--- config.mk ---
export PLATFORM = sky130hd
export DESIGN_NAME = darkrom_arb
export DESIGN_NICKNAME = d
export VERILOG_FILES = /design/src/rtl/darkrom_arb.sv
export SDC_FILE = /design/constraint.sdc
export NUM_CORES = 1
export LEC_CHECK = 0
export CAP_MARGIN = 20
export CORE_MARGIN = 2
export CORE_UTILIZATION = 29
export CTS_BUF_LIST = sky130_fd_sc_hd__clkbuf_8
export CTS_CLUSTER_SIZE = 14
export DETAILED_ROUTE_END_ITERATION = 12
export GPL_ROUTABILITY_DRIVEN = 0
export GPL_TIMING_DRIVEN = 0
export PLACE_DENSITY = 0.87
export SKIP_CTS_REPAIR_TIMING = 1
export SYNTH_ARGS = -nofsm -noshare
export SYNTH_HDL_FRONTEND = slang
export SYNTH_SLANG_ARGS = --single-unit
--- constraint.sdc ---
create_clock -name XCLK -period 1.74 [get_ports XCLK]
set_input_delay 0.435 -clock XCLK [delete_from_list [all_inputs] [get_ports XCLK]]
set_output_delay 0.435 -clock XCLK [all_outputs]
set_load 0.01 [all_outputs]
--- src/rtl/darkrom_arb.sv ---
// Two-requester arbiter in front of the single-port instruction ROM: grants one
// access per cycle, tags the in-flight access and routes the response to its owner.
module darkrom_arb #(
  parameter int PRIO_MODE  = 0,
  parameter int STARVE_MAX = 4,
  parameter int CNT_W      = 16
) (
  input  logic             XCLK,
  input  logic             XRES,
  input  logic             req0,
  input  logic             req1,
  input  logic [31:0]      addr0,
  input  logic [31:0]      addr1,
  output logic             gnt0,
  output logic             gnt1,
  output logic [31:0]      rdata0,
  output logic [31:0]      rdata1,
  output logic             rvalid0,
  output logic             rvalid1,
  output logic             rom_en,
  output logic [31:0]      rom_addr,
  input  logic [31:0]      rom_data,
  input  logic             rom_valid,
  output logic [CNT_W-1:0] gcnt0,
  output logic [CNT_W-1:0] gcnt1
);

  localparam logic [3:0] STARVE_LIM = 4'(STARVE_MAX);

  logic       last;
  logic       tag_v;
  logic       tag;
  logic [3:0] starve;
  logic       pick1;

  function automatic logic [CNT_W-1:0] sat_inc(input logic [CNT_W-1:0] v);
    return (&v) ? v : v + CNT_W'(1);
  endfunction

  function automatic logic [3:0] sat_inc4(input logic [3:0] v);
    return (&v) ? v : v + 4'd1;
  endfunction

  // Grant decision is combinational; reset holds every grant low.
  always_comb begin
    gnt0  = 1'b0;
    gnt1  = 1'b0;
    pick1 = 1'b0;
    if (XRES) begin
      if (req0 && req1) begin
        if (PRIO_MODE == 0) pick1 = (last == 1'b0);
        else                pick1 = (starve == STARVE_LIM);
        gnt0 = ~pick1;
        gnt1 = pick1;
      end else begin
        gnt0 = req0;
        gnt1 = req1;
      end
    end
  end

  assign rom_en   = gnt0 | gnt1;
  assign rom_addr = gnt0 ? addr0 : (gnt1 ? addr1 : 32'd0);

  // Response stage: a ROM valid without a live tag is dropped silently.
  assign rvalid0 = tag_v & rom_valid & ~tag;
  assign rvalid1 = tag_v & rom_valid & tag;
  assign rdata0  = rom_data;
  assign rdata1  = rom_data;

  always_ff @(posedge XCLK or negedge XRES) begin
    if (!XRES) begin
      last   <= 1'b1;
      tag_v  <= 1'b0;
      tag    <= 1'b0;
      starve <= 4'd0;
      gcnt0  <= '0;
      gcnt1  <= '0;
    end else begin
      tag_v <= rom_en;
      if (rom_en) begin
        tag  <= gnt1;
        last <= gnt1;
      end
      if (req1 && !gnt1) starve <= sat_inc4(starve);
      else               starve <= 4'd0;
      if (gnt0) gcnt0 <= sat_inc(gcnt0);
      if (gnt1) gcnt1 <= sat_inc(gcnt1);
    end
  end

endmodule
==> impl_results.md <==
* Status: finished with violations
* Failing checks: setup timing
* Crit path largest cell delay at 0.54 ns
* Max Fanout on Critical Path at 10
* Met2 WL at 5400 um
* Antenna fix cells at 0
* Most common cell after layout, fill and taps aside: clkdlybuf4s50_1
* CTS tree: built
* Core Util, Final at 60.6%
* Critical path endpoint category: output pin
* Slew @ Worst Pin at 0.629 ns
* Sw frac at 33.6%
* Synth unique cells at 36
* Die Ht at 97.3 um
* HP Class: input port to async pin
* Cts bufs inserted at 5
* Synth Area per Inst at 9.66 um2
* Req. time, crit path at 1.30 ns
* Drt first pass iters at 4
* Period utilization at 127%
* Clock Pin Slew Worst Setup and Hold Paths at 0.07 ns
* GR Overflow Total at 0
* Post-Synth Adder-Cell Area at 0.992%
* Final WL at 10200 um
* DRT iter0 DRCs at 59
* Worst VDD drop at 0.918 mV
* Die area at 9460 um2
* Max-cap violations at 0
* CTS Root Cell: clkbuf_8
* Fmax at 454 MHz
* Fraction of the mapped netlist area in compound gates at 11.8%
* Largest net degree at the start of global routing at 39
* Buf/Inv on CP at 4
* Average wire per cell in the routed design at 16.7 um
* Die X at 97.3 um
* Internal at 2.24 mW
* Skew-Pair Late Insertion Delay at 0.29 ns
* Worst EP arrival at 1.77 ns
* CP delay by family, top: flip-flops
* Number of vias per cell at 4.72
* Vias in the first global route at 2700
* Slew Limit Fails at 0
* Layout cells sized above 1 at 36.9%
* Setup Skew at 0.00572 ns
* Largest family of logic cells by synthesized area: buffers and inverters
* Initial antenna violation count at 0
* Antenna-violating nets left at 0
* R2R setup slack at -0.03 ns
* Predominant post-synthesis flop cell: dfrtp_1
* Final Setup Violations at 37
* Mapped cell area at 2520 um2
* First-pass GRT wire length at 14400 um
* Area leader, netlist: dfrtp_1
* Part of the power in combinational logic at 45.7%
* Leakage at 2.61 nW
* Synth-to-Final Area Change at 106%
* Sequential power share at 37.5%
* CP Cell Sequence: nand2_1 > nand3_4 > inv_6 > buf_4 > buf_4 > a22o_1 > buf_2
* # IOs at 234
* Unrepaired setup endpoints after global routing: yes
* Minimum clock period at 2.20 ns
* P per Cell Area at 648 nW/um2
* Fin cells at 609
* Psw at 1.14 mW
* Fin nets at 603
* Post-route DRC violation count at 0
* PnR worst setup slack at -0.462 ns
* Fillers at 712
* Most frequent cells in the layout: 150 x clkdlybuf4s50_1, 90 x buf_4, 32 x a22o_1
* Starting Density at 29.4%
* XOR/XNOR share of the synthesized area at 10.4%
* Placed cells at 570
* Largest cells by area after synthesis: dfrtp_1 34%, buf_4 19%, a22o_1 11%
* Reg2reg start: last
* WL met1 at 4060 um
* HPWL after DPL at 7430 um
* Synth Area in Simple Gates at 20.1%
* Sequential share of the synthesized area at 34.8%
* H-tree depth at 2
* Slowest cell on the critical path: dfstp_2
* Depth of the most critical reg-to-reg path at 5
* Hold Vio Cnt, Final at 0
* Yosys warns at 0
* # rows at 34
* Post-synth ARST share at 100%
* Startpoint types: register
* Post-synth top area share at 33.7%
* Clock group share of total power at 16.8%
* Reg2reg end: gcnt1[8]
* WS Path Type: register to output pin
* Syn nets at 364
* IO buf count at 201
* Cells after Synth at 261
* Metal3 WL at 574 um
* Mux contribution to synthesized area at 0.893%
* Top routing layer used: met4
* Clk sink count at 35
* Vias at 2874
* Yosys reg bits at 35
* EDFF count, synth at 0
* Total core area at 8590 um2
* Clock buffer depth at 2
* Tot GR Track Use at 18.6%
* Slew HR at 58.1%
* Critical Path Most Common Cell: buf_4
==> power by group through the flow <==
stage	registers, mW	logic [mW]	clock network, mW
2_1_floorplan	1.27	0.498	0
3_3_place_gp	1.23	1.39	0
3_5_place_dp	1.24	1.41	0
4_1_cts	1.23	1.42	0.573
5_1_grt	1.29	1.65	0.615
6_report	1.27	1.54	0.567
==> logic make-up (layout without fill, tap and decap cells) <==
logic type	after synthesis	count (layout)
DFF	35	35
and+or+nand+nor	80	80
adders and majority gates	2	2
AOI/OAI and AO/OA	35	35
buffers and inverters	77	317
muxes	2	2
xor gates and xnor gates	30	30
==> registers in the layout, summed over array words and instances (netlist names) <==
name / count
gcnt0: 16
last: 1
tag_v: 1
gcnt1: 16
tag: 1
==> stage by stage <==
step	setup WS [ns]	setup TNS (ns)	hold WS (ns)	cell area, um2	power [mW]
after floorplan	-0.0737	-1.47	0.139	2540	1.77
after global placement	-2.76	-164.26	0.490	4680	2.62
after detailed placement	-1.67	-71.27	0.507	4680	2.65
after CTS	-1.67	-61.28	0.277	4760	3.22
after global routing	-0.517	-16.22	0.0790	5200	3.56
final	-0.462	-13.59	0.0864	5200	3.37
==> how the worst max path moves through the flow <==
stage | startpoint | to | slack (ns) | depth (start not counted)
2_1_floorplan | last | rom_addr[10] | -0.07 | 5
3_3_place_gp | XRES | rom_addr[2] | -2.76 | 6
3_5_place_dp | XRES | rom_addr[5] | -1.67 | 6
4_1_cts | XRES | rom_addr[5] | -1.67 | 6
5_1_grt | last | rom_addr[12] | -0.52 | 7
6_report | last | rom_addr[5] | -0.46 | 7
==> layer usage <==
metal	vias to the layer above	track usage, %
li1	1350	-
met5	-	0
met4	0	5.66
met3	12	4.17
met2	126	32.5
met1	1386	23.0
==> layout make-up <==
type / instances / area [um2] / share of cell area [%]
inverters: 4 / 23.8 / 0.457
clock inverters: 3 / 12.5 / 0.240
repair buffers: 232 / 2240 / 43.1
plain buffers: 73 / 557 / 10.7
clock buffers: 5 / 68.8 / 1.32
multi-input cells: 149 / 1270 / 24.4
flip-flops and latches: 35 / 897 / 17.2
well taps: 108 / 135 / 2.60
==> cells in the mapped netlist, types with 2 or more instances <==
| master | number |
|---|---|
| buf_4 | 64 |
| dfrtp_1 | 34 |
| a22o_1 | 32 |
| xor2_1 | 28 |
| nand2_1 | 15 |
| nand4_1 | 10 |
| nor3_1 | 10 |
| nor4_1 | 10 |
| nand3_1 | 8 |
| clkbuf_1 | 7 |
| nor2_1 | 5 |
| and4_1 | 3 |
| nor4b_1 | 3 |
| and3_1 | 2 |
| clkinv_1 | 2 |
| ha_1 | 2 |
| inv_1 | 2 |
| mux2_2 | 2 |
| nor3b_1 | 2 |
| nor4_4 | 2 |
| o21ai_0 | 2 |
| xnor2_1 | 2 |
No activity file was read; power rests on OpenSTA's default activity.
